--- src/rtl/clk_div_pkg.sv ---
// ---------------------------------------------------------------------------
// clk_div_pkg
// Shared types and constants for the divided-clock health monitor.
//   state_t : monitor FSM states (IDLE, ARM, ACQ, LOCKED, FAULT)
//   ERR_W   : width of the error counter
//   ERR_MAX : saturation value of the error counter
// ---------------------------------------------------------------------------
package clk_div_pkg;

    typedef enum logic [2:0] {
        IDLE,
        ARM,
        ACQ,
        LOCKED,
        FAULT
    } state_t;

    localparam int ERR_W = 8;
    localparam logic [ERR_W-1:0] ERR_MAX = '1;

endpackage

--- src/rtl/sync_edge.sv ---
// ---------------------------------------------------------------------------
// sync_edge
// Two-flop synchronizer followed by a history flop, producing combinational
// rise/fall strobes for a slow asynchronous level. Usable for any slow strobe.
// Ports:
//   clk_in : sampling clock
//   rst_n  : asynchronous active-low reset, clears all three flops
//   d      : asynchronous input level
//   rise   : high for one cycle after the synchronized level goes 0->1
//   fall   : high for one cycle after the synchronized level goes 1->0
// ---------------------------------------------------------------------------
module sync_edge (
    input  logic clk_in,
    input  logic rst_n,
    input  logic d,
    output logic rise,
    output logic fall
);

    logic meta;
    logic sync;
    logic prev;

    // NOTE: non-blocking assignments let every flop capture its pre-edge
    // input; blocking ones here would collapse the chain into a single stage.
    always_ff @(posedge clk_in or negedge rst_n) begin
        if (!rst_n) begin
            meta <= 1'b0;
            sync <= 1'b0;
            prev <= 1'b0;
        end else begin
            meta <= d;
            sync <= meta;
            prev <= sync;
        end
    end

    assign rise = sync & ~prev;
    assign fall = ~sync & prev;

endmodule

--- src/rtl/clk_div_monitor.sv ---
// ---------------------------------------------------------------------------
// clk_div_monitor
// Health monitor for an even clock divider. Synchronizes clk_div into the
// clk_in domain, emits registered rise/fall ticks, measures each high and low
// half-period and tracks lock/fault against the expected half-period N.
// Ports:
//   clk_in    : the only clock
//   rst_n     : asynchronous active-low reset
//   en        : monitor enable; low forces IDLE
//   clr_err   : one-cycle pulse, clears err_cnt and leaves FAULT
//   clk_div   : divided clock under test
//   rise_tick : one-cycle pulse per synchronized rising edge
//   fall_tick : one-cycle pulse per synchronized falling edge
//   locked    : state is LOCKED
//   fault     : state is FAULT
//   last_hi   : last measured high half-period
//   last_lo   : last measured low half-period
//   err_cnt   : bad half-periods plus timeouts while locked/faulted, saturating
// ---------------------------------------------------------------------------
module clk_div_monitor
    import clk_div_pkg::*;
#(
    parameter int N        = 2,
    parameter int WIDTH    = 7,
    parameter int TOL      = 0,
    parameter int LOCK_CNT = 4,
    parameter int TIMEOUT  = 4 * N
) (
    input  logic             clk_in,
    input  logic             rst_n,
    input  logic             en,
    input  logic             clr_err,
    input  logic             clk_div,
    output logic             rise_tick,
    output logic             fall_tick,
    output logic             locked,
    output logic             fault,
    output logic [WIDTH-1:0] last_hi,
    output logic [WIDTH-1:0] last_lo,
    output logic [ERR_W-1:0] err_cnt
);

    localparam int GOOD_W  = $clog2(LOCK_CNT + 1);
    localparam int H_MIN_I = (N > TOL) ? (N - TOL) : 0;

    localparam logic [WIDTH-1:0]  H_MIN     = WIDTH'(H_MIN_I);
    localparam logic [WIDTH-1:0]  H_MAX     = WIDTH'(N + TOL);
    localparam logic [WIDTH-1:0]  HP_LAST   = WIDTH'(TIMEOUT - 1);
    localparam logic [WIDTH-1:0]  HP_MAX    = '1;
    localparam logic [GOOD_W-1:0] GOOD_LAST = GOOD_W'(LOCK_CNT - 1);

    state_t             state;
    logic [WIDTH-1:0]   hp;
    logic [GOOD_W-1:0]  good;

    logic               div_rise;
    logic               div_fall;
    logic               edge_seen;
    logic [WIDTH-1:0]   h;
    logic               edge_good;
    logic               active;
    logic               timeout;
    logic               error_hit;
    logic               error_evt;
    logic               measuring;
    logic [ERR_W-1:0]   err_base;

    sync_edge u_sync (
        .clk_in (clk_in),
        .rst_n  (rst_n),
        .d      (clk_div),
        .rise   (div_rise),
        .fall   (div_fall)
    );

    // NOTE: every signal gets a default at the top of always_comb so no path
    // leaves it unassigned, which would otherwise infer a latch.
    always_comb begin
        edge_seen = div_rise | div_fall;
        h         = hp + WIDTH'(1);
        edge_good = (h >= H_MIN) && (h <= H_MAX);
        active    = en && (state != IDLE);
        // A stall is only declared when this cycle carries no edge.
        timeout   = active && !edge_seen && (hp == HP_LAST);
        error_hit = (edge_seen && !edge_good) || timeout;
        error_evt = en && ((state == LOCKED) || (state == FAULT)) && error_hit;
        // The edge that leaves ARM closes a partial half-period; discard it.
        measuring = en && ((state == ACQ) || (state == LOCKED) || (state == FAULT));
        // Clear is applied before a same-cycle error is counted.
        err_base  = clr_err ? '0 : err_cnt;
    end

    // Ticks are registered so they line up with the state/measurement update.
    always_ff @(posedge clk_in or negedge rst_n) begin
        if (!rst_n) begin
            rise_tick <= 1'b0;
            fall_tick <= 1'b0;
        end else begin
            rise_tick <= div_rise;
            fall_tick <= div_fall;
        end
    end

    // Half-period counter: restarts on every edge and on every timeout.
    always_ff @(posedge clk_in or negedge rst_n) begin
        if (!rst_n) begin
            hp <= '0;
        end else if (!active) begin
            hp <= '0;
        end else if (edge_seen || timeout) begin
            hp <= '0;
        end else if (hp != HP_MAX) begin
            hp <= hp + WIDTH'(1);
        end
    end

    // A falling edge closes a high phase, a rising edge closes a low phase.
    always_ff @(posedge clk_in or negedge rst_n) begin
        if (!rst_n) begin
            last_hi <= '0;
            last_lo <= '0;
        end else if (measuring) begin
            if (div_fall) last_hi <= h;
            if (div_rise) last_lo <= h;
        end
    end

    always_ff @(posedge clk_in or negedge rst_n) begin
        if (!rst_n) begin
            err_cnt <= '0;
        end else if (error_evt && (err_base != ERR_MAX)) begin
            err_cnt <= err_base + ERR_W'(1);
        end else begin
            err_cnt <= err_base;
        end
    end

    // Monitor FSM; locked/fault are registered alongside the state.
    always_ff @(posedge clk_in or negedge rst_n) begin
        if (!rst_n) begin
            state  <= IDLE;
            good   <= '0;
            locked <= 1'b0;
            fault  <= 1'b0;
        end else if (!en) begin
            state  <= IDLE;
            good   <= '0;
            locked <= 1'b0;
            fault  <= 1'b0;
        end else begin
            case (state)
                IDLE: begin
                    state <= ARM;
                end
                ARM: begin
                    if (edge_seen) state <= ACQ;
                end
                ACQ: begin
                    if (timeout) begin
                        state <= ARM;
                        good  <= '0;
                    end else if (edge_seen) begin
                        if (!edge_good) begin
                            good <= '0;
                        end else if (good == GOOD_LAST) begin
                            state  <= LOCKED;
                            locked <= 1'b1;
                            good   <= '0;
                        end else begin
                            good <= good + GOOD_W'(1);
                        end
                    end
                end
                LOCKED: begin
                    if (error_hit) begin
                        state  <= FAULT;
                        locked <= 1'b0;
                        fault  <= 1'b1;
                    end
                end
                FAULT: begin
                    if (clr_err && !error_hit) begin
                        state <= ARM;
                        fault <= 1'b0;
                    end
                end
                default: begin
                    state  <= IDLE;
                    good   <= '0;
                    locked <= 1'b0;
                    fault  <= 1'b0;
                end
            endcase
        end
    end

endmodule

--- config.mk ---
export PLATFORM = sky130hd
export DESIGN_NAME = clk_div_monitor
export DESIGN_NICKNAME = d
export VERILOG_FILES = /design/src/rtl/clk_div_pkg.sv /design/src/rtl/sync_edge.sv /design/src/rtl/clk_div_monitor.sv
export SDC_FILE = /design/constraint.sdc
export NUM_CORES = 1
export LEC_CHECK = 0
export CORE_UTILIZATION = 63
export DETAILED_ROUTE_END_ITERATION = 8
export DONT_BUFFER_PORTS = 1
export GPL_TIMING_DRIVEN = 0
export PLACE_DENSITY = 0.79
export SLEW_MARGIN = 20
export SYNTH_ARGS = -nofsm -noshare
export SYNTH_HDL_FRONTEND = slang
export SYNTH_SLANG_ARGS = --single-unit
--- constraint.sdc ---
create_clock -name clk_in -period 3 [get_ports clk_in]
set_clock_uncertainty 0.05 [all_clocks]
set_input_delay 0.45 -clock clk_in [delete_from_list [all_inputs] [get_ports clk_in]]
set_output_delay 0.45 -clock clk_in [all_outputs]
set_load 0.02 [all_outputs]
==> impl_metrics.tcl, run 1 <==
set metrics [dict create \
    status "complete, no violations" \
    crit_fanout 9 \
    grt_pass1_vias 1756 \
    drv_slew 0 \
    gr-total-overflow 0 \
    die-height_um 61.9 \
    worst-path-buf-inv 1 \
    grt_antenna_before_repair 0 \
    netlist_area_um2 2260 \
    end_kind "register" \
    synth_top_area_cell "dfrtp_1" \
    diodes 0 \
    path_class "register to register" \
    dpl.hpwl_mm 3.41 \
    clock_latency_ps 350 \
    drc 0 \
    place_inst 276 \
    vias_per_cell 6.30 \
    start_util_pct 66.6 \
    num_rows 21 \
    drive_gt1_share_pct 13.8 \
    cp.arrival_ps 2850 \
    ant_nets 0 \
    relSlewSlack_pct 53.9 \
    cts.root.buffer_cell "clkbuf_4" \
    synthArstFlopShare_pct 100 \
    hold_violations 0 \
    wl_per_cell_um 16.3 \
    placement.io_buffers 0 \
    areaGrowthSynthToFinish_pct 7.32 \
    cpPeakStageDelay_ps 500 \
    synthTopCellsByArea "dfrtp_1 47%, o21ai_0 5.1%, nand2_1 4.5%" \
    gp_congestion 0.889 \
    via_count 1803 \
    powerDensity_nw_per_um2 433 \
    clk_pin_slew_ps 120 \
    wl_mm 4.68 \
    yosys_warnings 0 \
    grt_max_degree 43 \
    drtPass1Iterations 5 \
    post_cts_resized 0 \
    slowest_stage "dfrtp_1" \
    avgSynthCellArea_um2 9.81 \
    drt-initial-drc-count 119 \
    path_delay_family "compound AO/OA/AOI/OAI gates" \
    syn_nets 241 \
    finalSetupViolCount 0 \
    groute.usage.overall_pct 27.9 \
    rsz0062_at_grt "no" \
    p_leak_nw 1.02 \
    die_x_um 61.9 \
    h-tree-depth 2 \
    fmax_mhz 377 \
    nFillCells 240 \
    cts_sinks 42 \
    ioPinCount 31 \
    final_nets 250 \
    synth_flop_cell "dfrtp_1" \
    ctsHoldBuffers 2 \
    cts_buffers 5 \
    stdcell_count 286 \
    grt_pass1_wl_mm 7.65 \
    worstMarginPinSlew_ps 685 \
    yosysUniqueCellTypes 53 \
    min_period_over_period_pct 88.5 \
    syn_inst 230 \
    ys_seq_elements 42 \
    synth_edf_count 0 \
    min_path_type "primary input to register" \
    tritoncts "yes" \
    synth_top_cell_area_share_pct 46.6 \
    fin_setup_tns_ps 0 \
    cap_viol_max_count 0 \
    cp_cell_sequence "ha_1, and2_1, clkbuf_2, a21oi_1, o22a_2, o21bai_4, a2111oi_2, mux2_2" \
    cts_setup_buffers 0 \
    dieArea_um2 3830 \
    clockBufferDepth 2 \
    start_kind "register" \
    yosysSeqAreaShare_pct 46.6 \
    cp_data_required_time_ps 3190 \
    core_um2 3390 \
    period_needed_ps 2650 \
    ir_worst_vdd_uv 293 \
]
cell usage after synthesis, types with 2 or more instances:
cell type / count
nor3b_1: 2
a21boi_0: 2
ha_1: 6
nand2_1: 27
xor2_1: 3
clkbuf_1: 4
and2_1: 3
nor2_1: 14
dfrtp_1: 42
a211oi_1: 7
nor3_1: 5
nand3_1: 11
buf_2: 3
a21oi_1: 13
xnor2_1: 3
nor4_1: 2
inv_1: 10
nand4_1: 2
nor2b_1: 7
o21ai_0: 23
mux2_2: 5
nand2b_1: 5
cells in the final DEF, fill, tap and decap left out, drive strengths merged, types with 6 or more instances in the layout:
| master | Yosys | routed |
|---|---|---|
| nand2 | 27 | 27 |
| clkbuf | 5 | 10 |
| nor2 | 14 | 14 |
| nor2b | 7 | 7 |
| ha | 6 | 6 |
| a21oi | 13 | 13 |
| a211oi | 7 | 7 |
| nand2b | 6 | 6 |
| dfrtp | 42 | 42 |
| inv | 10 | 10 |
| nand3 | 12 | 12 |
| o21ai | 23 | 23 |
report_power, final:
part           internal [mW]  switching [mW]
registers              0.579          0.0196
logic                 0.0341          0.0629
clock network          0.173           0.180
state kept, by name, summed over array words and instances, names as in the netlist:
signal       cells
u_sync.meta      1
rise_tick        1
fault            1
u_sync.prev      1
good             3
fall_tick        1
state            3
err_cnt          8
u_sync.sync      1
locked           1
hp               7
last_lo          7
last_hi          7
final timing paths:
check / from / end / slack, ps / cells past startpoint
setup / recovery: hp[0] / err_cnt[5] / 350 / 8
hold / removal: clk_div / u_sync.meta / 70 / 0
setup reg to reg: hp[0] / err_cnt[5] / 350 / 8
hold reg to reg: u_sync.meta / u_sync.sync / 320 / 0
max in group asynchronous: rst_n / err_cnt[2] / 2210 / 2
min in group asynchronous: rst_n / last_hi[4] / 500 / 2
area by class of cell:
| class | count | area, um^2 | share of cell area [%] |
|---|---|---|---|
| multi-input cells | 169 | 1120 | 46.3 |
| flip-flops and latches | 42 | 1050 | 43.4 |
| well taps | 46 | 57.6 | 2.38 |
| plain buffers | 9 | 46.3 | 1.91 |
| clock inverters | 3 | 40.0 | 1.65 |
| clock buffers | 5 | 37.5 | 1.55 |
| inverters | 10 | 37.5 | 1.55 |
| repair buffers | 2 | 30.0 | 1.24 |
worst register-to-register path: stages (launching register included):
cell and delay [ps]:
dfrtp_1 500, ha_1 320, and2_1 180, clkbuf_2 150
a21oi_1 150, o22a_2 240, o21bai_4 150, a2111oi_2 430
mux2_2 380
routing by layer:
layer  track usage [%]  routed length [um]  part of all wire [%]
met5                 0                   0                     0
met4              8.25                  63                   1.3
met3              8.07                 320                   6.8
met2              50.5                2430                    52
met1              31.8                1860                    40
stage by stage:
| step | worst slack (ps) | instance area [um^2] | total power, mW | util [%] | hold slack, ps |
|---|---|---|---|---|---|
| after floorplan | 656 | 2260 | 0.674 | - | 104 |
| after global placement | 492 | 2310 | 0.687 | 68.3 | 105 |
| after detailed placement | 393 | 2310 | 0.691 | 68.3 | 105 |
| after CTS | 374 | 2420 | 1.06 | 71.5 | 61.3 |
| after global routing | 265 | 2420 | 1.10 | 71.5 | 35.8 |
| final | 345 | 2420 | 1.05 | 71.5 | 70.8 |
cell families (layout without fill, tap and decap cells):
family | count (synthesis) | after routing | synth area share (%)
adders and majority gates | 6 | 6 | 3.33
AOI/OAI and AO/OA | 62 | 62 | 19.9
xor gates and xnor gates | 6 | 6 | 2.33
and+or+nand+nor | 89 | 89 | 21.2
DFF | 42 | 42 | 46.6
buffers and inverters | 19 | 29 | 3.71
muxes | 6 | 6 | 2.94
Note: power is estimated with default switching activity, not from simulation.
==> inputs of run 2 (changes only) <==
--- a/config.mk
+++ b/config.mk
@@ -5,6 +5,7 @@
 export SDC_FILE = /design/constraint.sdc
 export NUM_CORES = 1
 export LEC_CHECK = 0
+export CORE_ASPECT_RATIO = 0.8
 export CORE_UTILIZATION = 63
 export DETAILED_ROUTE_END_ITERATION = 8
 export DONT_BUFFER_PORTS = 1
==> run 2 against run 1 <==
  * First-iteration DRC count is 19% lower
  * Power grew 9.1%
  * Sequential share of layout area decreased by 0.49 points
  * Routed wire length shrank 2.1%
  * Final cell count down 1.4%
  * Count of clock-buffer cells in the layout grew 1
  * Die area about the same
  * Critical path type unchanged
  * Critical endpoint unchanged
==> impl_metrics.tcl, run 2 (synthesized netlist as in run 1, its figures left out) <==
set metrics [dict create \
    finalSetupViolCount 0 \
    vias_per_cell 6.28 \
    holdPathStages 0 \
    diodes 0 \
    r2r_end "err_cnt[5]" \
    grt_pass1_vias 1700 \
    drive_gt1_share_pct 13.3 \
    ir_worst_vdd_uv 364 \
    largest_reg_flops 8 \
    crit_fanout 9 \
    grt_pass1_wl_mm 7.68 \
    dpl.hpwl_mm 3.21 \
    wl_mm 4.58 \
    tritoncts "yes" \
    num_rows 19 \
    relSlewSlack_pct 55.3 \
    place_inst 272 \
    path_class "register to register" \
    grt_antenna_before_repair 0 \
    groute.usage.overall_pct 27.4 \
    worstMarginPinSlew_ps 665 \
    end_kind "register" \
    cap_viol_max_count 0 \
    wl_per_cell_um 16.2 \
    cpPeakStageDelay_ps 480 \
    r2r-start "hp[0]" \
    areaGrowthSynthToFinish_pct 8.54 \
    final_nets 250 \
    grt_max_degree 43 \
    powerDensity_nw_per_um2 467 \
    fmax_mhz 381 \
    start_kind "register" \
    rsz0062_at_grt "no" \
    clk_pin_slew_ps 80 \
    h-tree-depth 2 \
    min_path_type "primary input to register" \
    status "complete, no violations" \
    slowest_stage "dfrtp_1" \
    cts_sinks 42 \
    drt-initial-drc-count 96 \
    core_um2 3420 \
    clock_latency_ps 300 \
    min_period_over_period_pct 87.4 \
    final_cell_mix "42 x dfrtp_1, 27 x nand2_1, 23 x o21ai_0" \
    placement.io_buffers 0 \
    largest_register "err_cnt" \
    ioPinCount 31 \
    rr_worst_depth 8 \
    ant_nets 0 \
    path_delay_family "compound AO/OA/AOI/OAI gates" \
    drv_slew 0 \
    hold_violations 0 \
    post_cts_resized 0 \
    dieArea_um2 3830 \
    gr-total-overflow 0 \
    hold_start "clk_div" \
    worst-path-buf-inv 1 \
    cp.arrival_ps 2770 \
    p_leak_nw 1.02 \
    cts_buffers 5 \
    period_needed_ps 2620 \
    hold_end "u_sync.meta" \
    drtPass1Iterations 4 \
    gp_congestion 0.895 \
    start_util_pct 65.9 \
    r2r_slack_ps 380 \
    drc 0 \
    die-height_um 55.5 \
    clockBufferDepth 2 \
    cts.root.buffer_cell "clkbuf_8" \
    layout_commonest_cell "dfrtp_1" \
    cp_cell_sequence "ha_1, and2_1, clkbuf_2, a21oi_1, o22a_2, o21bai_4, a2111oi_2, mux2_2" \
    cp_data_required_time_ps 3150 \
    fin_setup_tns_ps 0 \
    die_x_um 68.9 \
    via_count 1772 \
    stdcell_count 282 \
]
==> run 2: what timing repair did <==
action,in CTS,in global routing
setup buffers,0,0
hold endpoints to repair,42,0
endpoints found under the setup margin,0,0
hold buffers,2,0
==> run 2: layer usage <==
layer  GRT usage (%)  vias to the layer above  wire length, um
met4            11.4                        0               91
met2            42.2                       63             2140
met3            8.88                       14              300
li1                -                      832                -
met1            35.0                      863             2050
met5               0                        -                0
==> run 2: worst max-delay path by stage <==
stage	from	to	slack [ps]	cells past startpoint
CTS	hp[0]	err_cnt[5]	370	8
global route	hp[0]	err_cnt[5]	240	8
global placement	hp[0]	err_cnt[5]	480	8
floorplan	hp[0]	err_cnt[5]	660	8
finish	hp[0]	err_cnt[5]	380	8
detailed placement	hp[0]	err_cnt[5]	410	8
==> run 2: power by group <==
| group | switching [mW] | total (mW) | internal, mW |
|---|---|---|---|
| Clock | 0.199 | 0.447 | 0.248 |
| Sequential | 0.0192 | 0.598 | 0.579 |
| Combinational | 0.0643 | 0.0985 | 0.0342 |
| Total | 0.282 | 1.14 | 0.861 |
==> run 2: area by class of cell <==
| type | instances | area, um^2 |
|---|---|---|
| Buffer | 9 | 46.3 |
| Clock buffer | 6 | 72.6 |
| Fill cell | 265 | 973 |
| Sequential cell | 42 | 1050 |
| Multi-Input combinational cell | 169 | 1120 |
| Tap cell | 42 | 52.6 |
| Inverter | 10 | 37.5 |
| Timing Repair Buffer | 2 | 30.0 |
| Clock inverter | 2 | 37.5 |
==> run 2: per-stage QoR <==
step | util, % | hold slack, ps | worst slack, ps | area (um^2) | power [mW]
CTS | 71.6 | 109 | 373 | 2450 | 1.15
global placement | 67.5 | 105 | 476 | 2310 | 0.687
detailed placement | 67.5 | 105 | 410 | 2310 | 0.692
floorplan | - | 104 | 656 | 2260 | 0.674
global route | 71.6 | 102 | 244 | 2450 | 1.19
finish | 71.6 | 115 | 378 | 2450 | 1.14
==> inputs of run 3 (changes only) <==
--- a/config.mk
+++ b/config.mk
@@ -5,10 +5,12 @@
 export SDC_FILE = /design/constraint.sdc
 export NUM_CORES = 1
 export LEC_CHECK = 0
+export ABC_AREA = 0
 export CORE_ASPECT_RATIO = 0.8
 export CORE_UTILIZATION = 63
 export DETAILED_ROUTE_END_ITERATION = 8
 export DONT_BUFFER_PORTS = 1
+export GPL_ROUTABILITY_DRIVEN = 0
 export GPL_TIMING_DRIVEN = 0
 export PLACE_DENSITY = 0.79
 export SLEW_MARGIN = 20
==> run 3 against run 2 <==
  * Power shrank 0.61%
  * Sequential power is essentially flat
  * Routed wire length grew 1.9%
  * Non-clock buffer count is the same
  * Core utilization is the same
  * Via count grew 0.34%
  * Final cell count is the same
  * Register-to-register slack gained 30 ps
  * Die area is the same
  * Maximum frequency grew 1.2%
  * Clock power shrank 2%
  * Count of clock-buffer cells in the layout is the same
  * Critical endpoint unchanged
==> impl_metrics.tcl, run 3 (synthesized netlist as in run 1, its figures left out) <==
set metrics [dict create \
    setup_slack_ps 409 \
    largest_reg_flops 8 \
    grt_antenna_before_repair 0 \
    clockBufferDepth 2 \
    dieArea_um2 3830 \
    end_kind "register" \
    fmax_mhz 386 \
    powerDensity_nw_per_um2 464 \
    pwr-share-seq_pct 52.6 \
    ir_worst_vdd_uv 367 \
    clk_pin_slew_ps 80 \
    drv_slew 0 \
    areaGrowthSynthToFinish_pct 8.54 \
    ioPinCount 31 \
    drtPass1Iterations 4 \
    min_path_type "primary input to register" \
    p_leak_nw 1.02 \
    drt-initial-drc-count 94 \
    cp.arrival_ps 2720 \
    vias_per_cell 6.30 \
    core_um2 3420 \
    crit_fanout 9 \
    fin_setup_tns_ps 0 \
    rsz0062_at_grt "no" \
    wl_mm 4.67 \
    combPwrFrac_pct 8.8 \
    start_kind "register" \
    hold_violations 0 \
    cts_setup_buffers 0 \
    switchingPower_mw 0.275 \
    cts.root.buffer_cell "clkbuf_8" \
    utilization_pct 71.6 \
    groute.usage.overall_pct 27.5 \
    gr-total-overflow 0 \
    wl_per_cell_um 16.5 \
    relSlewSlack_pct 56.3 \
    clkPwrFrac_pct 38.6 \
    post-place-ws_ps 421 \
    cp_data_required_time_ps 3130 \
    placement.io_buffers 0 \
    die_x_um 68.9 \
    cts_sinks 42 \
    ant_nets 0 \
    num_rows 19 \
    min_period_over_period_pct 86.4 \
    post_cts_resized 0 \
    cap_viol_max_count 0 \
    dpl.hpwl_mm 3.32 \
    via_count 1778 \
    p_sw_share_pct 24.2 \
    grt_pass1_vias 1702 \
    diodes 0 \
    worstMarginPinSlew_ps 649 \
    largest_register "err_cnt" \
    internal_power_mw 0.862 \
    grt_pass1_wl_mm 7.83 \
    finalSetupViolCount 0 \
    path_class "register to register" \
    die-height_um 55.5 \
    grt_max_degree 43 \
    final_cell_mix "42 x dfrtp_1, 27 x nand2_1, 23 x o21ai_0" \
    drive_gt1_share_pct 13.3 \
    h-tree-depth 2 \
    drc 0 \
    period_needed_ps 2590 \
    tritoncts "yes" \
    status "complete, no violations" \
    final_nets 250 \
    cts_buffers 5 \
    start_util_pct 65.9 \
    layout_commonest_cell "dfrtp_1" \
    clock_latency_ps 290 \
]
==> run 3: cell counts in the layout (fill, tap and decap cells not counted) <==
No cell type changed its count.
==> run 3: power groups by stage <==
| stage | Clock, mW | Combinational [mW] | Sequential [mW] |
|---|---|---|---|
| CTS | 0.442 | 0.0977 | 0.599 |
| finish | 0.439 | 0.0998 | 0.599 |
| detailed placement | 0 | 0.0822 | 0.610 |
| global route | 0.468 | 0.112 | 0.601 |
| global placement | 0 | 0.0776 | 0.610 |
| floorplan | 0 | 0.0658 | 0.608 |
==> run 3: per-layer routing <==
layer,vias to the layer above,global-route usage [%],share of wire (%)
met2,69,41.6,47
li1,836,-,-
met1,862,37.3,44
met4,0,8.45,1.5
met5,-,0,0
met3,11,8.47,8.3
==> run 3: path summary, 6_finish.rpt <==
kind,from,endpoint,slack (ps),cells after the start
worst max-delay path,hp[0],err_cnt[5],410,8
min in group asynchronous,rst_n,good[0],610,2
worst min-delay path,clk_div,u_sync.meta,130,0
worst max register to register,hp[0],err_cnt[5],410,8
max in group asynchronous,rst_n,hp[4],2090,2
worst min register to register,u_sync.meta,u_sync.sync,310,0
==> run 3: final cells by class <==
class                           instances  area, um^2
Multi-Input combinational cell        169        1120
Sequential cell                        42        1050
Fill cell                             260         973
Clock buffer                            6        72.6
Tap cell                               42        52.6
Buffer                                  9        46.3
Clock inverter                          2        37.5
Inverter                               10        37.5
Timing Repair Buffer                    2        30.0
==> run 3: timing repair <==
item	4_1_cts	5_1_grt
endpoints found under the setup margin	0	0
hold endpoints to repair	42	0
hold buffers	2	0
==> run 3: stage by stage <==
stage          hold slack, ps  cells  power [mW]  instance area [um^2]
2_1_floorplan             104    230       0.674                  2260
3_3_place_gp              105    272       0.687                  2310
3_5_place_dp              105    272       0.693                  2310
4_1_cts                   126    282        1.14                  2450
5_1_grt                   111    282        1.18                  2450
6_report                  132    282        1.14                  2450
==> run 3: worst max-delay path: stages (launching register included) <==
cell       delay (ps)
dfrtp_1           480
ha_1              300
and2_1            190
clkbuf_2          160
a21oi_1           150
o22a_2            250
o21bai_4          150
a2111oi_2         390
mux2_2            370
